## src/rtl/ddr_line_arbiter.sv

```systemverilog
// Round-robin bridge from NUM_CH word-granular requesters to a DDR3 line-wide user port.
// One transaction in flight: grant, line command, optional write beat, read wait, response.
module ddr_line_arbiter #(
  parameter int unsigned NUM_CH     = 2,
  parameter int unsigned ADDR_W     = 29,
  parameter int unsigned LINE_W     = 256,
  parameter int unsigned WORD_W     = 32,
  parameter int unsigned RD_TIMEOUT = 1024
) (
  input  logic                     clk,
  input  logic                     rst_n,
  input  logic                     calib_done,
  input  logic [NUM_CH-1:0]        req_valid,
  output logic [NUM_CH-1:0]        req_ready,
  input  logic [NUM_CH-1:0]        req_we,
  input  logic [NUM_CH*ADDR_W-1:0] req_addr,
  input  logic [NUM_CH*WORD_W-1:0] req_wdata,
  input  logic [NUM_CH*WORD_W/8-1:0] req_be,
  output logic [NUM_CH-1:0]        rsp_valid,
  output logic                     rsp_err,
  output logic [WORD_W-1:0]        rsp_rdata,
  input  logic                     cmd_ready,
  output logic                     cmd_en,
  output logic [2:0]               cmd,
  output logic [ADDR_W-1:0]        addr,
  input  logic                     wr_data_rdy,
  output logic                     wr_data_en,
  output logic                     wr_data_end,
  output logic [LINE_W-1:0]        wr_data,
  output logic [LINE_W/8-1:0]      wr_data_mask,
  input  logic [LINE_W-1:0]        rd_data,
  input  logic                     rd_data_valid
);

  localparam int unsigned WPL   = LINE_W / WORD_W;
  localparam int unsigned SEL_W = $clog2(WPL);
  localparam int unsigned BE_W  = WORD_W / 8;
  localparam int unsigned CH_W  = (NUM_CH > 1) ? $clog2(NUM_CH) : 1;
  localparam int unsigned CNT_W = (RD_TIMEOUT > 2) ? $clog2(RD_TIMEOUT) : 1;
  localparam logic [2:0]  CMD_RD = 3'b001;
  localparam logic [2:0]  CMD_WR = 3'b000;

  typedef enum logic [2:0] {S_IDLE, S_CMD, S_WDATA, S_RWAIT, S_RESP} state_t;

  state_t              r_state;
  logic [CH_W-1:0]     r_rr;
  logic [CH_W-1:0]     r_gnt;
  logic                r_we;
  logic [ADDR_W-1:0]   r_addr;
  logic [WORD_W-1:0]   r_wdata;
  logic [BE_W-1:0]     r_be;
  logic [CNT_W-1:0]    r_cnt;

  logic                w_any;
  logic [CH_W-1:0]     w_idx;
  logic [CH_W-1:0]     w_gnt_idx;
  logic [NUM_CH-1:0]   w_grant_oh;
  logic                w_accept;
  logic [ADDR_W-1:0]   w_req_addr;
  logic [NUM_CH-1:0]   w_own_oh;
  logic [SEL_W-1:0]    w_sel;
  logic [LINE_W/8-1:0] w_mask;
  logic [WORD_W-1:0]   w_rd_word;

  // First valid channel at or after the round-robin pointer
  always_comb begin
    w_any     = 1'b0;
    w_idx     = '0;
    w_gnt_idx = '0;
    for (int k = 0; k < NUM_CH; k++) begin
      w_idx = CH_W'((32'(r_rr) + 32'(k)) % NUM_CH);
      if (!w_any && req_valid[w_idx]) begin
        w_any     = 1'b1;
        w_gnt_idx = w_idx;
      end
    end
  end

  assign w_grant_oh = w_any ? (NUM_CH'(1) << w_gnt_idx) : '0;
  assign w_accept   = (r_state == S_IDLE) && calib_done && w_any;
  assign req_ready  = (rst_n && calib_done && (r_state == S_IDLE)) ? w_grant_oh : '0;
  assign w_req_addr = req_addr[32'(w_gnt_idx) * ADDR_W +: ADDR_W];
  assign w_own_oh   = NUM_CH'(1) << r_gnt;
  assign w_sel      = r_addr[SEL_W-1:0];
  assign w_rd_word  = rd_data[32'(w_sel) * WORD_W +: WORD_W];

  // Only the addressed word's byte lanes are writable; the rest of the line is masked
  always_comb begin
    w_mask = '1;
    for (int w = 0; w < WPL; w++) begin
      if (SEL_W'(w) == w_sel) w_mask[w*BE_W +: BE_W] = ~r_be;
    end
  end

  always_ff @(posedge clk or negedge rst_n) begin
    if (!rst_n) begin
      r_state      <= S_IDLE;
      r_rr         <= '0;
      r_gnt        <= '0;
      r_we         <= 1'b0;
      r_addr       <= '0;
      r_wdata      <= '0;
      r_be         <= '0;
      r_cnt        <= '0;
      rsp_valid    <= '0;
      rsp_err      <= 1'b0;
      rsp_rdata    <= '0;
      cmd_en       <= 1'b0;
      cmd          <= 3'b000;
      addr         <= '0;
      wr_data_en   <= 1'b0;
      wr_data_end  <= 1'b0;
      wr_data      <= '0;
      wr_data_mask <= '0;
    end else begin
      case (r_state)
        S_IDLE: begin
          if (w_accept) begin
            r_gnt   <= w_gnt_idx;
            r_rr    <= CH_W'((32'(w_gnt_idx) + 32'd1) % NUM_CH);
            r_we    <= req_we[w_gnt_idx];
            r_addr  <= w_req_addr;
            r_wdata <= req_wdata[32'(w_gnt_idx) * WORD_W +: WORD_W];
            r_be    <= req_be[32'(w_gnt_idx) * BE_W +: BE_W];
            cmd_en  <= 1'b1;
            cmd     <= req_we[w_gnt_idx] ? CMD_WR : CMD_RD;
            addr    <= {w_req_addr[ADDR_W-1:SEL_W], SEL_W'(0)};
            r_state <= S_CMD;
          end
        end
        S_CMD: begin
          if (cmd_ready) begin
            cmd_en <= 1'b0;
            cmd    <= 3'b000;
            addr   <= '0;
            r_cnt  <= '0;
            if (r_we) begin
              wr_data_en   <= 1'b1;
              wr_data_end  <= 1'b1;
              wr_data      <= {WPL{r_wdata}};
              wr_data_mask <= w_mask;
              r_state      <= S_WDATA;
            end else begin
              r_state <= S_RWAIT;
            end
          end
        end
        S_WDATA: begin
          if (wr_data_rdy) begin
            wr_data_en   <= 1'b0;
            wr_data_end  <= 1'b0;
            wr_data      <= '0;
            wr_data_mask <= '0;
            rsp_valid    <= w_own_oh;
            rsp_err      <= 1'b0;
            rsp_rdata    <= '0;
            r_state      <= S_RESP;
          end
        end
        S_RWAIT: begin
          // Expiry fires as the count advances to RD_TIMEOUT-1; data in that cycle wins
          r_cnt <= r_cnt + CNT_W'(1);
          if (rd_data_valid) begin
            rsp_valid <= w_own_oh;
            rsp_err   <= 1'b0;
            rsp_rdata <= w_rd_word;
            r_state   <= S_RESP;
          end else if (r_cnt == CNT_W'(RD_TIMEOUT - 2)) begin
            rsp_valid <= w_own_oh;
            rsp_err   <= 1'b1;
            rsp_rdata <= '0;
            r_state   <= S_RESP;
          end
        end
        S_RESP: begin
          rsp_valid <= '0;
          rsp_err   <= 1'b0;
          rsp_rdata <= '0;
          r_state   <= S_IDLE;
        end
        default: r_state <= S_IDLE;
      endcase
    end
  end

endmodule

```

## config.mk

```make
export PLATFORM = sky130hd
export DESIGN_NAME = ddr_line_arbiter
export DESIGN_NICKNAME = d
export VERILOG_FILES = /design/src/rtl/ddr_line_arbiter.sv
export SDC_FILE = /design/constraint.sdc
export NUM_CORES = 1
export LEC_CHECK = 0
export CELL_PAD_IN_SITES_DETAIL_PLACEMENT = 0
export CELL_PAD_IN_SITES_GLOBAL_PLACEMENT = 1
export CORE_AREA = 2 2 292 294
export DETAILED_ROUTE_END_ITERATION = 6
export DIE_AREA = 0 0 294 296
export PLACE_DENSITY_LB_ADDON = 0.1
export SLEW_MARGIN = 30
export SYNTH_ARGS = -nofsm -noshare
export SYNTH_HDL_FRONTEND = slang
export SYNTH_SLANG_ARGS = --single-unit
```

## constraint.sdc

```tcl
create_clock -name clk -period 2.1 [get_ports clk]
set_clock_uncertainty 0.2 [all_clocks]
set_input_delay 0.525 -clock clk [delete_from_list [all_inputs] [get_ports clk]]
set_output_delay 0.525 -clock clk [all_outputs]
set_load 0.1 [all_outputs]
```

; ---- Word-level counts from Yosys, hierarchy flattened
; Cells that the tools add are included.
[totals]
register_bits = 412
inputBits = 396
out_inout_bits = 360
word_cells = 127
[op_classes]
n_addsub = 3
mul = 1
order_cmp = 3
eq_ne = 17
shift = 6
n_mux = 61
bitwise = 1
reduce_logical = 18
[ops]
columns = cell, count
row1 = 2-to-1 mux 256 bit, 3
row2 = one-hot mux 256 bit (2 select lines), 1
row3 = indexed part select 256 x 9 -> 32 bit, 1
row4 = 2-to-1 mux 32 bit, 5
row5 = one-hot mux 32 bit (3 select lines), 1
row6 = one-hot mux 32 bit (2 select lines), 1
row7 = indexed part select 64 x 7 -> 32 bit, 1
row8 = 2-to-1 mux 29 bit, 2
row9 = one-hot mux 29 bit (2 select lines), 1
row10 = indexed part select 58 x 7 -> 29 bit, 1
row11 = 2-to-1 mux 4 bit, 8
row12 = 2-to-1 mux 3 bit, 7
row13 = one-hot mux 10 bit (2 select lines), 1
row14 = 2-to-1 mux 1 bit, 19
row15 = "equality test 3 bit, first input constant", 4
row16 = one-hot mux 3 bit (4 select lines), 1
row17 = "adder 10 x 1 -> 10 bit, second input constant", 1
row18 = "equality test 10 bit, second input constant", 1
row19 = 2-to-1 mux 10 bit, 1
row20 = 2-to-1 mux 2 bit, 5
row21 = "!= test 2 bit, second input constant", 4
row22 = AND reduction 4 bit, 2
row23 = indexed part select 8 x 4 -> 4 bit, 1
row24 = "equality test 2 x 3 -> 1 bit, first input constant", 2
row25 = 21 further kinds, 36

; ---- Logic depth before layout (Yosys ltp)
; Gate-level depths: netlist (run 1).
[logic_depth]
word_depth = 11
mapped_depth = 7
ltp_nobuf = 5

; ---- Least setup slack after synthesis (run 1)
; OpenSTA, ideal clock, no wires.
[synth_timing]
path_kind = flip-flop to output port
startpoint = reg r_state[2]
endpoint = out req_ready[0]
t_arrival_ps = 2026
t_required_ps = 1375
path_slack_ps = -651
stages_incl_launch_ff = 6
n_path_buf = 2
cell_sequence = dfrtp_1 buf_2 nor4b_4 o211a_1 buf_2 and2_1
[synth_between]
elab_chain_len = 3
[synth_rtl]
columns = item, line
row1 = from (decl), 45  ; state_t r_state;
row2 = from (signal assigned), 97  ; r_state <= S_IDLE;
row3 = from (signal assigned), 128  ; r_state <= S_CMD;
row4 = from (signal assigned), 142  ; r_state <= S_WDATA;
row5 = logical NOT 3 bit, 81  ; assign req_ready = (rst_n && calib_done && (r_state == S_IDLE)) ? w_grant_oh : '0;
row6 = logical AND 1 bit, 81
row7 = 2-to-1 mux 2 bit, 81
row8 = to (decl), 14  ; output logic [NUM_CH-1:0] req_ready,
; Every way passes these cells.

; ---- Worst setup path in the final report (run 1)
[layout_timing]
startpoint = in calib_done
endpoint = out req_ready[1]
[layout_between]
elab_chain_len = 3
[layout_rtl]
columns = item, line
row1 = from (decl), 12  ; input logic calib_done,
row2 = logical AND 1 bit (2 in a row), 81
row3 = 2-to-1 mux 2 bit, 81
; Every way passes these cells.

==> impl_metrics.tcl, run 1 <==
set metrics [dict create \
    ioPinCount 756 \
    rr_worst_depth 6 \
    final_antenna_net_count 0 \
    worstHoldPathCells 1 \
    drt_iter0_drc 399 \
    synthArstFlopShare_pct 100.0 \
    cp_cell_sequence "clkdlybuf4s50_1 -> nor4b_4 -> buf_4 -> o211a_4 -> and2_4 -> buf_12" \
    htreeDepth 4 \
    overflow 0 \
    wl_met2_mm 34.14 \
    end_kind "output pin" \
    grt_pass1_wl_mm 85.77 \
    grt_setup_unrepaired "true" \
    finalHoldViolCount 0 \
    clock-root-buffer "clkbuf_16" \
    cts_sinks 183 \
    status "finished, violations left" \
    cts_buffers 17 \
    cap_violations 0 \
    slowest_stage "clkdlybuf4s50_1" \
    vias_per_cell 3.805 \
    placed_area_um2 22430 \
    synth_top_flop_cell "dfrtp_1" \
    avgRoutedWirePerCell_um 22.54 \
    min_path_type "reg2reg" \
    cts_tree "yes" \
    grt_max_degree 105 \
    critPathMaxFanout 4 \
    synth.distinct_cells 55 \
    synthesis.area_um2 11250 \
    grt_pass1_vias 11280 \
    synth_area_per_cell_um2 10.54 \
    numPortBuffers 750 \
    wirelength_mm 61.92 \
    drtPass1Iterations 4 \
    core_um2 84210 \
    yosysWarnings 0 \
    yosysSeqAreaShare_pct 40.69 \
    crit_path_max_incr_delay_ns 0.46 \
    nFillCells 8552 \
    top_layer_used "met5" \
    netlist_instances 1068 \
    finalCritPeriodShare_pct 122.9 \
    start_util_pct 13.36 \
    final-max-slew-violation-count 0 \
    synth_edf_count 0 \
    fin_area_um2 23710 \
    max_freq_mhz 387.3 \
    num-nets-final 2037 \
    area_growth_pct 110.7 \
    clk_pin_slew_ns 0.08 \
    clock_path_buffers 2 \
    setup_viol 8 \
    drt-met1-wl_mm 22.62 \
    std_cell_rows 107 \
    min_period_ns 2.582 \
    met3_length_mm 3.929 \
    critPathKind "in2out" \
    timing.slew.headroom_pct 56.53 \
    track_usage_pct 13.88 \
    worstMarginPinSlew_ns 0.6521 \
    critPathLaunchType "input pin" \
    die_x_um 294 \
    worstPathArrival_ns 1.86 \
    dp_hpwl_mm 48.53 \
    ys_ff_latch 183 \
    route.detailed.drc 0 \
    die_area_um2 87020 \
    finalWorstSetupSlack_ns -0.4819 \
    dr_total_vias 10450 \
    violations "setup timing" \
    place_congestion 0.7473 \
    final_layout_size_suffix_gt1_share_pct 37.35 \
    antenna_found_initial 15 \
    die_h_um 296 \
    clk_latency_ns 0.48 \
    worst-endpoint-required_ns 1.37 \
]
==> cells in the final DEF (no fill, tap or decap), types with 7 or more instances in the layout <==
cell / Yosys / final
clkdlybuf4s50_1: 0 / 394
buf_12: 0 / 387
dfrtp_1: 183 / 148
nand2_1: 125 / 124
o21ai_0: 66 / 65
a22o_1: 50 / 50
buf_4: 236 / 49
mux2i_1: 47 / 47
mux4_2: 46 / 46
nand3_1: 43 / 43
a22oi_1: 39 / 39
dfrtp_4: 0 / 34
a221o_1: 23 / 23
clkbuf_16: 0 / 19
and3_4: 0 / 16
buf_6: 8 / 15
o2bb2ai_1: 9 / 9
and3_1: 24 / 8
mux2_2: 8 / 8
inv_1: 7 / 7
a21oi_1: 7 / 7
nand2b_1: 7 / 7
==> critical path: cells and delay by family <==
family	cells	cell delay, ns
buffers and inverters	3	0.81
and+or+nand+nor	2	0.34
AOI/OAI and AO/OA	1	0.17
==> cells by family (layout without fill, tap and decap cells) <==
| kind of cell | after synthesis | in the layout | synth area share, % |
|---|---|---|---|
| buffers and inverters | 314 | 893 | 19.34 |
| AND/OR/NAND/NOR | 234 | 235 | 10.05 |
| AO/OA/AOI/OAI | 232 | 232 | 15.40 |
| flip-flops | 183 | 183 | 40.69 |
| multiplexers | 101 | 101 | 14.19 |
| adder cells (fa/ha/maj) | 2 | 2 | 0.2223 |
| other | 1 | 10 | 0.03332 |
| XOR/XNOR | 1 | 1 | 0.07784 |
==> metrics by stage <==
step | util [%] | setup slack [ns] | setup TNS (ns) | cells | hold WS (ns)
2_1_floorplan | - | -0.1411 | -0.1843 | 1072 | 0.02941
3_3_place_gp | 26.64 | -0.5516 | -48.73 | 2672 | 0.1513
3_5_place_dp | 26.64 | -0.5750 | -51.32 | 2672 | 0.1504
4_1_cts | 27.88 | -0.5892 | -2.534 | 2733 | 0.06555
5_1_grt | 28.15 | -0.5982 | -6.133 | 2746 | 0.3111
6_report | 28.16 | -0.4819 | -1.089 | 2747 | 0.2869
==> layer usage <==
metal / track usage (%) / up-vias
met4: 3.895 / 20
met2: 26.17 / 401
met3: 4.347 / 58
li1: - / 4787
met1: 14.75 / 5187
met5: 0 / -
==> what timing repair did <==
action	in CTS	in global routing
endpoints found under the setup margin	309	62
setup buffers	23	8
gates resized for setup	53	26
gates cloned	4	2
hold endpoints to repair	17	6
hold buffers	2	1
pin swaps	1	22
==> layout make-up <==
cell class / instances / area, um2 / area share (%)
flip-flops and latches: 183 / 4708 / 19.86
clock inverters: 15 / 132.6 / 0.5593
multi-input cells: 576 / 4662 / 19.66
diodes: 5 / 12.51 / 0.05277
well taps: 1090 / 1364 / 5.752
clock buffers: 17 / 425.4 / 1.794
inverters: 7 / 26.28 / 0.1108
repair buffers: 854 / 12380 / 52.21
==> Yosys cell counts (4+ instances only) <==
| cell | count | area (um2) |
|---|---|---|
| buf_4 | 236 | 1772 |
| dfrtp_1 | 183 | 4579 |
| nand2_1 | 125 | 469.2 |
| o21ai_0 | 66 | 330.3 |
| a22o_1 | 50 | 437.9 |
| mux2i_1 | 47 | 470.5 |
| mux4_2 | 46 | 1036 |
| nand3_1 | 43 | 215.2 |
| a22oi_1 | 39 | 292.8 |
| buf_2 | 39 | 195.2 |
| and3_1 | 24 | 150.1 |
| a221o_1 | 23 | 230.2 |
| clkbuf_1 | 20 | 75.07 |
| o2bb2ai_1 | 9 | 78.83 |
| buf_6 | 8 | 90.09 |
| mux2_2 | 8 | 90.09 |
| a21oi_1 | 7 | 35.03 |
| and2_1 | 7 | 43.79 |
| inv_1 | 7 | 26.28 |
| nand2b_1 | 7 | 43.79 |
| nand4_1 | 6 | 37.54 |
| o221a_2 | 6 | 67.56 |
| o221ai_1 | 6 | 52.55 |
| nor2_1 | 4 | 15.01 |
| o22ai_1 | 4 | 25.02 |
==> path summary, 6_finish.rpt <==
check / slack [ns] / startpoint / to
worst max register to register: -0.03 / r_addr[0] / rsp_rdata[26]
max in group asynchronous: 0.59 / rst_n / r_addr[0]
worst min-delay path: 0.29 / r_wdata[3] / wr_data[227]
worst min register to register: 0.29 / r_wdata[3] / wr_data[227]
worst max-delay path: -0.48 / calib_done / req_ready[1]
min in group asynchronous: 0.33 / rst_n / addr[3]
==> state kept, by name, indices dropped and copies added, names as in the netlist, 2 cells and up <==
name and count:
r_addr 3, rsp_valid 2, r_state 3, r_wdata 32, wr_data_mask 32, r_cnt 10
rsp_rdata 32, wr_data 32, r_be 4, addr 26
Power of run 1 is not shown: default switching activity piles up to over one toggle a cycle in this logic, so the estimate is an artifact.
==> inputs of run 2 (changes only) <==
--- a/config.mk
+++ b/config.mk
@@ -7,9 +7,9 @@
 export LEC_CHECK = 0
 export CELL_PAD_IN_SITES_DETAIL_PLACEMENT = 0
 export CELL_PAD_IN_SITES_GLOBAL_PLACEMENT = 1
-export CORE_AREA = 2 2 292 294
+export CORE_AREA = 2 2 298 300
 export DETAILED_ROUTE_END_ITERATION = 6
-export DIE_AREA = 0 0 294 296
+export DIE_AREA = 0 0 300 302
 export PLACE_DENSITY_LB_ADDON = 0.1
 export SLEW_MARGIN = 30
 export SYNTH_ARGS = -nofsm -noshare
==> constraint.sdc (replaced) <==
create_clock -name clk -period 3.15 [get_ports clk]
set_clock_uncertainty 0.2 [all_clocks]
set_input_delay 0.7875 -clock clk [delete_from_list [all_inputs] [get_ports clk]]
set_output_delay 0.7875 -clock clk [all_outputs]
set_load 0.1 [all_outputs]
==> impl_metrics.tcl, run 2 (synthesis results as in run 1) <==
set metrics [dict create \
    worstPathArrival_ns 2.01 \
    drt-met1-wl_mm 21.44 \
    max_freq_mhz 333.3 \
    drtPass1Iterations 4 \
    grt_max_degree 94 \
    grt_pass1_vias 10390 \
    met3_length_mm 4.748 \
    cts_sinks 183 \
    grt_setup_unrepaired "false" \
    nFillCells 9576 \
    worstMarginPinSlew_ns 0.7082 \
    timing.slew.headroom_pct 52.79 \
    critPathMaxFanout 23 \
    final-max-slew-violation-count 0 \
    antenna_found_initial 23 \
    cap_violations 0 \
    die_h_um 302 \
    clk_pin_slew_ns 0.08 \
    cts_buffers 17 \
    finalHoldViolCount 0 \
    core_um2 87560 \
    vias_per_cell 3.694 \
    end_kind "output pin" \
    htreeDepth 4 \
    wirelength_mm 58.87 \
    numPortBuffers 750 \
    std_cell_rows 109 \
    clk_latency_ns 0.48 \
    final_layout_size_suffix_gt1_share_pct 31.52 \
    area_growth_pct 62.52 \
    dp_hpwl_mm 46.55 \
    dr_total_vias 10190 \
    clock_path_buffers 2 \
    overflow 0 \
    worst-endpoint-required_ns 2.16 \
    setup_viol 0 \
    track_usage_pct 12.56 \
    min_period_ns 3.000 \
    multiInputGateArea_um2 4564 \
    finalCritPeriodShare_pct 95.24 \
    top_layer_used "met5" \
    final_antenna_net_count 0 \
    critPathKind "in2out" \
    route.detailed.drc 0 \
    status "finished, final reports clean" \
    layout_common_cells "clkdlybuf4s50_1, buf_4, dfrtp_1" \
    num-nets-final 1970 \
    cts_tree "yes" \
    clock-root-buffer "clkbuf_16" \
    ioPinCount 756 \
    place_congestion 0.7704 \
    grt_pass1_wl_mm 81.00 \
    avgRoutedWirePerCell_um 21.34 \
    min_path_type "reg2reg" \
    wl_met2_mm 30.99 \
    layout_commonest_cell "clkdlybuf4s50_1" \
    die_area_um2 90600 \
    placedCellCount 2716 \
    fin_setup_tns_ns 0 \
    drt_iter0_drc 435 \
    critPathLaunchType "input pin" \
    final_cells 2759 \
    ff_latch_area_um2 4588 \
    start_util_pct 12.85 \
    die_x_um 300 \
]
## run 2: changes by cell type in the layout (fill, tap and decap cells not counted), sizes merged
cell | before | now
buf | 455 | 393
diode | 5 | 11
inv | 15 | 12
bufinv | 0 | 2
clkinv | 4 | 2
dlygate4sd3 | 3 | 1
and2b | 3 | 2
clkbuf | 19 | 18
clkdlybuf4s50 | 394 | 393
dlygate4sd2 | 0 | 1
## run 2: final cells by class
class / count / area share (%)
antenna: 11 / 0.1505
clock buffer: 18 / 2.346
clock inverter: 12 / 0.7798
inverter: 7 / 0.1436
multi-input combinational: 575 / 24.95
sequential: 183 / 25.08
tap: 1165 / 7.969
timing repair buffer: 788 / 38.57
## run 2: worst max-delay path, stage by stage
cell	delay, ns
dlygate4sd3_1	0.56
buf_8	0.24
and2_1	0.21
buf_12	0.18
## run 2: metrics by stage
| step | instance area, um2 | hold WS (ns) | util [%] | setup WS [ns] |
|---|---|---|---|---|
| floorplan | 11270 | 0.2454 | - | 0.1289 |
| global route | 18280 | 0.3073 | 20.88 | 0.07734 |
| detailed placement | 17660 | 0.2691 | 20.17 | -0.1557 |
| global placement | 17630 | 0.2622 | 20.14 | -0.1485 |
| finish | 18290 | 0.2824 | 20.89 | 0.1499 |
| CTS | 18260 | 0.2877 | 20.86 | 0.09943 |
## run 2: worst paths after layout
check / start / to / slack, ns / cells past startpoint
setup / recovery: rst_n / req_ready[1] / 0.15 / 4
hold / removal: wr_data_mask[8] / wr_data_mask[8] / 0.28 / 2
setup reg to reg: r_addr[0] / rsp_rdata[22] / 0.73 / 4
hold reg to reg: wr_data_mask[8] / wr_data_mask[8] / 0.28 / 2
max in group asynchronous: rst_n / wr_data_mask[28] / 0.85 / 4
min in group asynchronous: rst_n / wr_data_mask[7] / 0.53 / 2
## run 2: layer usage
layer  global-route usage [%]  vias up
li1                         -     4665
met1                    13.60     4969
met2                    22.50      449
met3                    4.202       85
met4                    5.000       24
met5                        0        -
## run 2: what timing repair did
item | CTS | global route
setup buffers | 1 | 0
endpoints found under the setup margin | 2 | 0
gates resized for setup | 4 | 0
endpoints found under the hold margin | 19 | 0
hold buffers | 1 | 0
Power of run 2 is left out for the same reason.
